### src/rtl/mux_rr_sel.sv
// N-channel valid/ready selector with manual, fixed-priority and round-robin
// grant modes feeding a single registered output slot.
module mux_rr_sel #(
  parameter int unsigned NCH = 8,
  parameter int unsigned W = 8,
  localparam int unsigned SELW = (NCH > 1) ? $clog2(NCH) : 1
) (
  input  logic              clk,
  input  logic              rst_n,
  input  logic [NCH*W-1:0]  in_data,
  input  logic [NCH-1:0]    in_valid,
  output logic [NCH-1:0]    in_ready,
  input  logic [1:0]        mode,
  input  logic [SELW-1:0]   sel,
  output logic [W-1:0]      out_data,
  output logic              out_valid,
  input  logic              out_ready,
  output logic [SELW-1:0]   out_ch
);

  localparam logic [1:0] MODE_MAN0 = 2'b00;
  localparam logic [1:0] MODE_FIX  = 2'b01;
  localparam logic [1:0] MODE_RR   = 2'b10;

  logic [SELW-1:0] rr_ptr;
  logic            grant_vld;
  logic [SELW-1:0] grant_idx;
  logic [W-1:0]    grant_data;
  logic            load_en;
  logic            xfer;

  // Grant search; manual uses a compare loop so sel >= NCH simply never matches.
  always_comb begin
    int unsigned idx;
    grant_vld = 1'b0;
    grant_idx = '0;
    case (mode)
      MODE_FIX: begin
        for (int i = NCH - 1; i >= 0; i--) begin
          if (in_valid[i]) begin
            grant_vld = 1'b1;
            grant_idx = SELW'(i);
          end
        end
      end
      MODE_RR: begin
        for (int unsigned off = 0; off < NCH; off++) begin
          idx = 32'(rr_ptr) + off;
          if (idx >= NCH) idx = idx - NCH;
          if (!grant_vld && in_valid[idx]) begin
            grant_vld = 1'b1;
            grant_idx = SELW'(idx);
          end
        end
      end
      default: begin
        for (int unsigned i = 0; i < NCH; i++) begin
          if (sel == SELW'(i) && in_valid[i]) begin
            grant_vld = 1'b1;
            grant_idx = SELW'(i);
          end
        end
      end
    endcase
  end

  // Data mux for the granted channel.
  always_comb begin
    grant_data = '0;
    for (int unsigned i = 0; i < NCH; i++) begin
      if (grant_idx == SELW'(i)) grant_data = in_data[i*W +: W];
    end
  end

  assign load_en = !out_valid || out_ready;
  assign xfer    = grant_vld && load_en;

  always_comb begin
    in_ready = '0;
    for (int unsigned i = 0; i < NCH; i++) begin
      if (xfer && grant_idx == SELW'(i)) in_ready[i] = 1'b1;
    end
  end

  // Output slot: load on transfer, drop valid on drain without refill.
  always_ff @(posedge clk or negedge rst_n) begin
    if (!rst_n) begin
      out_valid <= 1'b0;
      out_data  <= '0;
      out_ch    <= '0;
    end else if (xfer) begin
      out_valid <= 1'b1;
      out_data  <= grant_data;
      out_ch    <= grant_idx;
    end else if (out_ready) begin
      out_valid <= 1'b0;
    end
  end

  // Round-robin pointer advances past the winner only on RR transfers.
  always_ff @(posedge clk or negedge rst_n) begin
    if (!rst_n) begin
      rr_ptr <= '0;
    end else if (xfer && mode == MODE_RR) begin
      rr_ptr <= (32'(grant_idx) == NCH - 1) ? '0 : grant_idx + SELW'(1);
    end
  end

  logic unused_man0;
  assign unused_man0 = (MODE_MAN0 == 2'b00);

endmodule
### config.mk
export PLATFORM = sky130hd
export DESIGN_NAME = mux_rr_sel
export DESIGN_NICKNAME = d
export VERILOG_FILES = /design/src/rtl/mux_rr_sel.sv
export SDC_FILE = /design/constraint.sdc
export NUM_CORES = 1
export LEC_CHECK = 0
export ABC_AREA = 1
export CAP_MARGIN = 20
export CORE_UTILIZATION = 40
export CTS_BUF_LIST = sky130_fd_sc_hd__clkbuf_4 sky130_fd_sc_hd__clkbuf_8
export CTS_CLUSTER_SIZE = 30
export DETAILED_ROUTE_END_ITERATION = 7
export MAX_ROUTING_LAYER = met4
export PLACE_DENSITY = 0.73
export SYNTH_ARGS = -nofsm -noshare
export SYNTH_HDL_FRONTEND = slang
export SYNTH_SLANG_ARGS = --single-unit
### constraint.sdc
create_clock -name clk -period 10.5 [get_ports clk]
set_input_delay 3.15 -clock clk [delete_from_list [all_inputs] [get_ports clk]]
set_output_delay 3.15 -clock clk [all_outputs]
set_load 0.02 [all_outputs]
# ---- Word-level counts from Yosys, hierarchy flattened
# Cells that the tools add are included.
dict set report op_classes {
  n_eq_ne 16
  n_mux 107
  addsub 16
  magnitude_cmp 16
  n_reduce_logical 37
}
# cell n
set op_table {}
lappend op_table {{$mux W32} 16}
lappend op_table {{$lt A32 B4 Y1 const B} 8}
lappend op_table {{$mux W3} 23}
lappend op_table {{$mux W8} 8}
lappend op_table {{$mux W1} 50}
lappend op_table {{$sub A4 B4 Y5 const B} 7}
lappend op_table {{$ge A4 B4 Y1 const B} 7}
lappend op_table {{$logic_and A1 B1 Y1} 25}
lappend op_table {{$bmux W1 S3} 8}
lappend op_table {{$eq A3 B3 Y1 const B} 8}
lappend op_table {{$add A3 B3 Y4 const B} 4}
lappend op_table {{$eq A3 B2 Y1 const B} 4}
lappend op_table {{$add A3 B2 Y4 const B} 2}
lappend op_table {{$logic_not A1 Y1} 8}
lappend op_table {{$eq A3 B1 Y1 const B} 2}
lappend op_table {{$logic_not A3 Y1} 2}
lappend op_table {{$pmux W3 S2} 1}
lappend op_table {{$sub A3 B4 Y5 const B} 1}
lappend op_table {{$add A3 B1 Y4 const B} 1}
lappend op_table {{$ge A3 B4 Y1 const B} 1}
lappend op_table {{$add A3 B1 Y3 const B} 1}
lappend op_table {{$eq A2 B1 Y1 const B} 1}
lappend op_table {{$eq A2 B2 Y1 const B} 1}
lappend op_table {{$pmux W1 S2} 1}
lappend op_table {{other kinds (2)} 2}
dict set report word_totals {
  register_bits 15
  out_inout_bits 20
}

# ---- Longest topological paths before layout
# Gate-level depths: netlist of run 1.
dict set report depth {
  depth_word 44
  mapped_depth 31
}

# ---- Least setup slack after synthesis of run 1
# No wires, ideal clock.
dict set report synth_timing {
  path_type {input to output}
  start {in in_valid[5]}
  end {out in_ready[1]}
  required_ns 7.350
  arrival_time_ns 5.544
  slack_ns 1.806
  stages 17
  cell_sequence {nand2_1 nand3_1 nand2_1 nor2_1 nor2_2 nand4_2 nor2_4 nand3_2 inv_1 o311ai_0 nand3_1 o21ai_0 inv_1 ha_1 clkbuf_1 inv_1 nor3_1}
}
dict set report synth_via {
  elab_chain_cells 35
  word_cells_on_any_way 78
  classes_between {eq/ne (1); mux (60); reduce/logical (17)}
}
# element line
set synth_rtl {}
lappend synth_rtl {{from (decl)} 11} ;# input logic [NCH-1:0] in_valid,
lappend synth_rtl {{$bmux W1 S3} 50} ;# if (!grant_vld && in_valid[idx]) begin
lappend synth_rtl {{$mux W1 (not written as such)} 50}
lappend synth_rtl {{$mux W1} 50}
lappend synth_rtl {{$mux W1} 37} ;# case (mode)
lappend synth_rtl {{$logic_not A1 Y1} 50}
lappend synth_rtl {{$logic_and A1 B1 Y1} 50}
lappend synth_rtl {{$mux W1} 50}
lappend synth_rtl {{$mux W1} 37}
lappend synth_rtl {{[20 not listed]} n/a}
lappend synth_rtl {{$logic_not A1 Y1} 50}
lappend synth_rtl {{$logic_and A1 B1 Y1} 50}
lappend synth_rtl {{$mux W3} 50}
lappend synth_rtl {{$pmux W3 S2 *} 37}
lappend synth_rtl {{via grant_idx[0]} 27} ;# logic [SELW-1:0] grant_idx;
lappend synth_rtl {{$eq A3 B1 Y1 *} 81} ;# if (xfer && grant_idx == SELW'(i)) in_ready[i] = 1'b1;
lappend synth_rtl {{$logic_and A1 B1 Y1 *} 81}
lappend synth_rtl {{$mux W1 *} 81}
lappend synth_rtl {{to (decl)} 12} ;# output logic [NCH-1:0] in_ready,
# Mark *: on every way through the listed nets, which the timed path passes. The rest lies on a longest branch. The select of a mux whose other input is x is not followed.

# ---- Worst setup path after layout of run 1
dict set report layout_timing {
  start {in in_valid[1]}
  end {out in_ready[1]}
}
dict set report layout_via {
  elab_chain_cells 35
  word_cells_on_any_way 78
  classes_between {eq/ne (1); mux (60); reduce/logical (17)}
}
# element line
set layout_rtl {}
lappend layout_rtl {{$bmux W1 S3} 50}
lappend layout_rtl {{$mux W1 (not written as such)} 50}
lappend layout_rtl {{$mux W1} 50}
lappend layout_rtl {{$mux W1} 37}
lappend layout_rtl {{$logic_not A1 Y1} 50}
lappend layout_rtl {{$logic_and A1 B1 Y1} 50}
lappend layout_rtl {{$mux W1} 50}
lappend layout_rtl {{$mux W1} 37}
lappend layout_rtl {{[19 not listed]} n/a}
lappend layout_rtl {{$mux W1} 37}
lappend layout_rtl {{$logic_not A1 Y1} 50}
lappend layout_rtl {{$logic_and A1 B1 Y1} 50}
lappend layout_rtl {{$mux W3 or $mux W1 (tied branches)} 50}
lappend layout_rtl {{$pmux W3 S2 or $pmux W1 S2 (tied branches)} 37}
lappend layout_rtl {{$eq A3 B1 Y1 or $logic_and A1 B1 Y1 (tied branches)} {81, 76}}
lappend layout_rtl {{$logic_and A1 B1 Y1 *} 81}
lappend layout_rtl {{$mux W1 *} 81}
# Every way passes the cells marked *; elsewhere a longest branch is shown, timed or not. The select of a mux whose other input is x is not followed.

==> summary by stage, run 1 <==
Cells and area
The area occupied by registers is 375 µm². The layout overhead on the synthesized area is 41.7%. The number of fill cells in the layout is 580.

The number of nets in the final layout is 624. Leaving out filler cells and counting taps, the final layout contains 608. Of the cells placed in the final design, the portion with a size suffix greater than 1 is 0.0807. Summing all multi-input logic gate instances after layout gives 1680 µm². The final core area utilization is 0.588. 0 antenna diodes ended up in the layout.

Route
The via count normalized by instance count is 5.02. In the final routed layout, each cell accounts on average for 12.8 µm. For this block, the via count after detailed routing is 3,051. In this run, the number of DRC markers left after iteration 0 of detailed routing was 231.

The overall routed net length is 7.77 mm. The iteration count of the initial detailed-routing pass is 5. In this run the remaining antenna-violating nets after routing total 0. The DRC violations left is 0.

Job
The max capacitance violation total is 0.

Global route
The initial antenna violation count is 0. The layer flagged by global routing as most heavily used is met2. The wire length of the first global-routing pass is 12.7 mm. The pin count of the biggest net entering global routing is 27. The number of global-route vias before repair is 2,776. In the global route stage, met1 resource usage came out at 0.356. The met2 routing resource usage after global routing is 0.399.

The met3 layer usage reported by global route is 0.0216. The total overflow left after global routing is 0. Across every metal layer, demand over resource in global routing totals 0.252.

Floorplanning
From left edge to right edge, the die measures 80.6 µm. The floorplan step defined a die boundary enclosing 6500 µm². The number of placement rows is 28. The initial utilization of the core area, before any placement, comes to 0.415.

Measured along the y axis, the die boundary spans 80.6 µm. The I/O pin count is 100. The core area is 5960 µm².

Timing
The final critical delay including setup and external delays is 10.22 ns. Setup violations remaining at the end of the flow were counted as 0. The final-report max-slew violation count is 0.

The worst path meets setup with 0.276 ns of slack. The count of final hold-check violations is 0. For the final database, setup skew stands at 0.000510 ns.

At the pin with the least slew margin, the transition time is 0.639 ns. The total negative setup slack is 0 ns. Derived from the worst setup path, the maximum achievable clock frequency is 97.8 MHz. Setup repair after global routing left no endpoint under its margin. The final worst-path cycle share is 0.974. Measured against its own limit, the worst slew margin works out to 0.572.

Place
The post-placement worst setup slack is 0.305 ns. Summed over all nets, the half-perimeter wirelength after detailed placement is 6.38 mm. Routability-driven placement finished with a final weighted congestion of 0.962. The number of placed cells counting well taps is 604.

The count of port buffers added during placement is 99.

Worst setup path
Counting both buffers and inverters, the worst setup path holds a total of 3. The critical register-to-register path endpoint is out_data[5]. The worst register-to-register path begins at rr_ptr[0]. The data required time of the worst path is 7.35 ns.

The delay contributed by the slowest stage of the critical path is 0.63 ns. The reg2reg setup slack is 5.82 ns. The endpoint arrival time on the critical path is 7.07 ns.

The slowest stage of the critical path belongs to the cell sky130_fd_sc_hd__clkdlybuf4s50_1. The largest fanout on the critical path is 9. The kind of start point of the critical path is an input port. The critical path goes through clkdlybuf4s50_1, nand2_1, nand3_1, nand2_1, nor2_1, nor2_2, nand2_1, a21oi_1, nand3_1, nor2_1, nor4_1, o2111ai_1, nand3_1, nand3_1, o21ai_0, ha_1, inv_1, nor3_1, clkdlybuf4s50_1. Among cell families on the critical path, the largest total delay comes from simple AND/OR/NAND/NOR gates. The element type at the critical path end is an output port.

The worst setup path is of the in -> out kind. In this design, the critical path's most frequently occurring cell is sky130_fd_sc_hd__nand3_1. The number of cells on the worst reg-to-reg path is 26.

Synth
The count of unique library cells instantiated by Yosys is 35. By area the synthesized netlist is led by sky130_fd_sc_hd__nand2_1 21%, sky130_fd_sc_hd__dfrtp_1 15%, sky130_fd_sc_hd__nand3_1 14%. The area of the mapped netlist is 2470 µm². The number of nets handed over by synthesis was 535. The number of flops mapped to enable cells by yosys is 0. The largest total area in the synthesized netlist belongs to sky130_fd_sc_hd__nand2_1. The instance count of the mapped netlist is 445.

Sorting the synthesized cells by how often they occur yields 138 x sky130_fd_sc_hd__nand2_1, 68 x sky130_fd_sc_hd__nand3_1, 64 x sky130_fd_sc_hd__inv_1. The count of synthesis-stage warnings from yosys is 0. The average instance area after synthesis is 5.56 µm². For this run, the leading register cell type out of synthesis is sky130_fd_sc_hd__dfrtp_1. The sequential-to-total area share from yosys stat is 0.152. The area share of the leading cell type in the synthesized netlist is 0.210. The most common cell in the synthesized netlist is sky130_fd_sc_hd__nand2_1. Synthesis inferred 15 register bits. The async set-reset flop share out of synthesis is 1.00.

Clock tree
Clock-pin slew was measured on the worst setup and hold paths at 0.06 ns. Counting the buffers created by CTS gives 3. Clock tree synthesis found a total of 15 sinks. The clock tree from TritonCTS is built. The count of hold buffers inserted by post-cts repair is 0. The H-tree depth is 1. The clock latency of the later-clocked register in the worst-skew pair is 0.24 ns. The root buffer cell is sky130_fd_sc_hd__clkbuf_8. The worst-case clock buffer depth is 2.

Power
The peak ir drop on the vdd network is 0.110 mV. For this design the static power due to leakage is 1.81 nW. The power per unit of standard cell area is 223 nW/µm².

Outcome
The run finished with clean final reports.

Worst hold path
The sink of the worst hold path is out_data[0]. The worst hold path passes through 2 cells. The worst hold path belongs to the class reg -> reg. The worst hold path begins at out_data[0].
[area by class of cell]
cell class / count / share of cell area
well taps: 75 / 0.0268
repair buffers: 101 / 0.287
inverters: 80 / 0.0868
clock buffers: 4 / 0.0139
flip-flops and latches: 15 / 0.107
multi-input cells: 333 / 0.478
[per-layer routing]
metal,part of all wire,up-vias
met3,0.060,2
met4,0.0013,0
li1,-,1600
met5,0,-
met2,0.45,133
met1,0.49,1316
[cells by family (layout without fill, tap and decap cells)]
logic type	count (synthesis)	count (layout)	share of synthesized area
AO/OA/AOI/OAI	51	51	0.119
XOR/XNOR	4	4	0.0172
adder cells (fa/ha/maj)	10	10	0.0506
buffers and inverters	97	185	0.172
flip-flops	15	15	0.152
AND/OR/NAND/NOR	268	268	0.490
[power breakdown]
part	total [W]	leakage, nW	internal (W)	switching, W
clock	0.0000479	0.0262	0.0000294	0.0000185
sequential	0.000113	0.188	0.0000818	0.0000315
combinational	0.000620	1.59	0.000225	0.000395
[worst max-delay path by stage]
stage	slack (ns)	end	cells after the start	startpoint
after CTS	0.28	in_ready[3]	18	in_valid[2]
final	0.28	in_ready[1]	19	in_valid[1]
after global routing	0.05	in_ready[6]	16	in_valid[2]
after global placement	0.56	in_ready[3]	21	in_valid[1]
after floorplan	1.81	in_ready[1]	17	in_valid[5]
after detailed placement	0.31	in_ready[3]	18	in_valid[1]
[tightest hold or removal path, cell delays in order, from the launching register on]
cell,delay (ns)
sky130_fd_sc_hd__dfrtp_1,0.35
sky130_fd_sc_hd__nand2_1,0.05
sky130_fd_sc_hd__nand2_1,0.05
[through the flow]
stage	power, W	hold WS [ns]	area, µm²
2_1_floorplan	0.000555	0.591	2470
3_3_place_gp	0.000726	0.462	3450
3_5_place_dp	0.000721	0.474	3450
4_1_cts	0.000772	0.488	3500
5_1_grt	0.000863	0.506	3500
6_report	0.000781	0.488	3500
[sequential cells by signal, indices dropped and copies added, names as in the netlist]
name       count
out_data       8
out_valid      1
rr_ptr         3
out_ch         3
[cell usage in the layout, fill, tap and decap left out, types with 2 or more instances in the layout]
master / n
sky130_fd_sc_hd__nand2_2: 5
sky130_fd_sc_hd__nor2_2: 3
sky130_fd_sc_hd__nand3_1: 68
sky130_fd_sc_hd__o21ai_2: 2
sky130_fd_sc_hd__clkdlybuf4s50_1: 99
sky130_fd_sc_hd__inv_2: 15
sky130_fd_sc_hd__nand3_2: 5
sky130_fd_sc_hd__o311ai_0: 2
sky130_fd_sc_hd__a21oi_1: 3
sky130_fd_sc_hd__nor4_1: 3
sky130_fd_sc_hd__o21ai_1: 12
sky130_fd_sc_hd__nand4_1: 12
sky130_fd_sc_hd__xnor2_1: 2
sky130_fd_sc_hd__a31oi_1: 3
sky130_fd_sc_hd__nor3_1: 2
sky130_fd_sc_hd__dfrtp_1: 15
sky130_fd_sc_hd__nand2_4: 2
sky130_fd_sc_hd__a22oi_1: 5
sky130_fd_sc_hd__o21ai_0: 20
sky130_fd_sc_hd__inv_1: 63
sky130_fd_sc_hd__o22ai_1: 3
sky130_fd_sc_hd__nor2_1: 28
sky130_fd_sc_hd__nand2_1: 138
sky130_fd_sc_hd__ha_1: 10
sky130_fd_sc_hd__clkbuf_8: 3
sky130_fd_sc_hd__buf_4: 2
[what timing repair did]
action / CTS / global route
endpoints found under the setup margin: 0 / 2
setup buffers: 0 / 0
resized for setup: 0 / 2
(Power assumes the default switching activity.)
==> run 2: changes to the inputs <==
Clock period 10.5 ns to 10.1 ns, I/O delays scaled along.
==> run 2 against run 1 <==
Utilization grew 0.46 points; largest cell class unchanged; clock power grew 4%; final cell count grew 0.49%; critical endpoint unchanged; routed wire length shrank 1.2%; die area is the same; sequential power grew 5%; combinational power grew 3.7%; sequential share of layout area shrank 0.084 points.
==> summary by stage, run 2 (synthesized netlist as in run 1, its figures left out) <==
Outcome
The flow ran to the end, and the final reports show no timing, DRC or antenna violations.

Place
The count of port buffers added during placement came to 99 (unchanged). The instance area at placement was 3470 µm² (+0.65%). The post-placement worst setup slack came to 0.268 ns (-0.0367 ns). The final weighted congestion in routability-driven placement is 0.957 (-0.52%).

The half-perimeter wire length after placement is 6.38 mm (about the same).

Floorplanning
The number of placement rows is 28 (unchanged). The core area was 5960 µm² (unchanged). The I/O pin count is 100 (unchanged). The die span in y is 80.6 µm (unchanged). The x dimension of the die is 80.6 µm (unchanged). The total die area is 6500 µm² (unchanged). The initial core utilization was 0.415 (unchanged).

Power
The power per unit of standard cell area came to 230 nW/µm² (+3.2%). The peak ir drop on the vdd network is 0.110 mV (+0.37%). The standby leakage power is 1.84 nW (+1.7%). The total power is 0.000812 W (+4.0%).

Global route
The wire length of the first global-routing pass is 12.6 mm (-1.1%). The pin count of the biggest net entering global routing is 27 (unchanged). The number of global-route vias before repair is 2,723 (-1.9%). The initial antenna violation count was 0 (unchanged). The residual overflow from global routing came to 0 (unchanged). The all-layer global routing usage is 0.253 (about the same).

Cells and area
The final non-filler cell area is 3530 µm² (+0.79%). The number of nets in the final layout is 627 (+0.48%). The fraction of layout instances using a drive strength above 1 was 0.0858 (+0.00515). The number of antenna repair diodes came to 0 (unchanged). The number of fill cells in the layout is 592 (+2.1%). The flip-flop count of the largest register after layout is 8 (unchanged). The layout overhead on the synthesized area is 42.8%.

Leaving out fill and tap cells, the most frequent cells in the layout are 138 x sky130_fd_sc_hd__nand2_1, 98 x sky130_fd_sc_hd__clkdlybuf4s50_1, 68 x sky130_fd_sc_hd__nand3_1, 64 x sky130_fd_sc_hd__inv_1, 28 x sky130_fd_sc_hd__nor2_1. The library cell used most frequently in the layout, excluding fill and tap cells, is sky130_fd_sc_hd__nand2_1. The top register by number of flip-flops is out_data. The largest registers in the layout are out_data x8, out_ch x3, rr_ptr x3.

Timing
The final worst-path setup slack came to 0.344 ns (+0.0680 ns). The transition time at the pin with the least slew margin is 0.634 ns (-0.00527 ns). The normalized max-slew margin was 0.576 (+0.00352). The smallest hold slack is 0.483 ns (-0.00575 ns).

The final-report max-slew violation count is 0 (unchanged). Static timing analysis puts the maximum clock frequency at 102 MHz. The count of final hold-check violations is 0 (unchanged). The final critical delay including setup and external delays is 9.76 ns. The count of final setup violators is 0 (unchanged). The total negative setup slack is 0 ns (unchanged). The worst clock skew on the final layout was 0.00128 ns (+0.000772 ns). The final worst-path cycle share is 0.966.

Worst hold path
The hold-critical path depth was 2 (unchanged). The path category of the worst min-delay check is reg -> reg.

Clock tree
The clock sink count is 15 (unchanged). The setup fix buffers added after clock tree synthesis is 0 (unchanged). The clock slew at the register clock pins of the worst setup and hold paths is 0.06 ns (about the same).

The clock latency of the later-clocked register in the worst-skew pair is 0.24 ns (about the same). The post-cts sizing count is 0 (unchanged). The worst-case clock buffer depth was 2 (unchanged). The number of clock buffers inserted by TritonCTS came to 3 (unchanged). The clock tree from TritonCTS is built. The H-tree depth is 1 (unchanged). The root buffer cell is sky130_fd_sc_hd__clkbuf_8. The count of hold buffers inserted by post-cts repair was 0 (unchanged).

Route
The iteration count of the initial detailed-routing pass came to 6 (+1). The DRC violations left is 0 (unchanged). The violation count after the first detailed-routing iteration is 282 (+22%).

The via count normalized by instance count is 5.06 (+0.91%). The total vias in the final route is 3,094 (+1.4%). The number of routed nets with antenna violations is 0 (unchanged).

The overall routed net length is 7.68 mm (-1.2%). The average wire length per cell after detail routing is 12.6 µm (-1.6%).

Worst setup path
The endpoint arrival time on the critical path was 6.73 ns (-0.34 ns). The cell count along the critical path is 19 (unchanged). The number of cells on the worst reg-to-reg path is 29 (+12%). The delay contributed by the slowest stage of the critical path came to 0.63 ns (about the same). The slowest stage of the critical path belongs to the cell sky130_fd_sc_hd__clkdlybuf4s50_1.

The largest fanout on the critical path is 9 (unchanged). The data required time of the worst path is 7.07 ns (-0.28 ns). The worst setup path is launched from an input port.

The total buffers and inverters traversed by the critical path is 3 (unchanged). The most numerous cell on the critical path is sky130_fd_sc_hd__nand3_1. The critical path is of the in -> out type. The critical path goes through clkdlybuf4s50_1, nand2_1, nand3_1, nand2_1, nor2_1, nor2_2, nand2_1, a21oi_1, nand3_1, nor2_1, nor4_1, o2111ai_1, nand3_1, nand3_1, o21ai_0, ha_2, inv_1, nor3_1, clkdlybuf4s50_1. The family of cells with the greatest summed delay on the critical path is simple AND/OR/NAND/NOR gates. The worst setup path is captured at an output port.

Job
The max capacitance violation total is 0 (unchanged).
run 2: cell types whose count changed in the layout (fill, tap and decap cells not counted), sizes merged:
| cell | change |
|---|---|
| buf | +3 |
| dlymetal6s2s | +1 |
| clkdlybuf4s50 | -1 |
run 2: power by group:
group	total (W)	switching (W)	internal [W]
registers	0.000119	0.0000345	0.0000850
clock network	0.0000496	0.0000190	0.0000306
logic	0.000643	0.000406	0.000238
run 2: path summary, 6_finish.rpt:
check / start / end / slack [ns]
max: in_valid[3] / in_ready[1] / 0.34
min: out_data[0] / out_data[0] / 0.48
max reg2reg: rr_ptr[0] / out_data[4] / 5.49
min reg2reg: out_data[0] / out_data[0] / 0.48
max in group asynchronous: rst_n / out_valid / 6.51
min in group asynchronous: rst_n / out_data[3] / 3.18
run 2: area by class of cell:
cell class	instances	area, µm²	share of cell area
inverter	80	304	0.0861
clock buffer	4	48.8	0.0138
timing repair buffer	104	1030	0.292
multi-input combinational	333	1680	0.475
tap	75	93.8	0.0266
sequential	15	375	0.106
run 2: routing by layer:
metal | GRT usage | up-vias | share of wire
li1 | - | 1602 | -
met4 | 0.0732 | 0 | 0.017
met1 | 0.355 | 1325 | 0.47
met3 | 0.0193 | 18 | 0.066
met5 | - | - | 0
met2 | 0.383 | 149 | 0.44
run 2: worst reg2reg max path, delay by kind of cell, from the launching register on:
| family | cells | cell delay, ns |
|---|---|---|
| flip-flops | 1 | 0.64 |
| adder cells (fa/ha/maj) | 3 | 0.93 |
| AO/OA/AOI/OAI | 4 | 0.66 |
| buffers and inverters | 6 | 0.86 |
| AND/OR/NAND/NOR | 16 | 1.42 |
run 2: through the flow:
stage,utilization,std cells
after global placement,0.583,607
after CTS,0.592,611
final,0.593,611
after floorplan,-,445
after detailed placement,0.583,607
after global routing,0.593,611
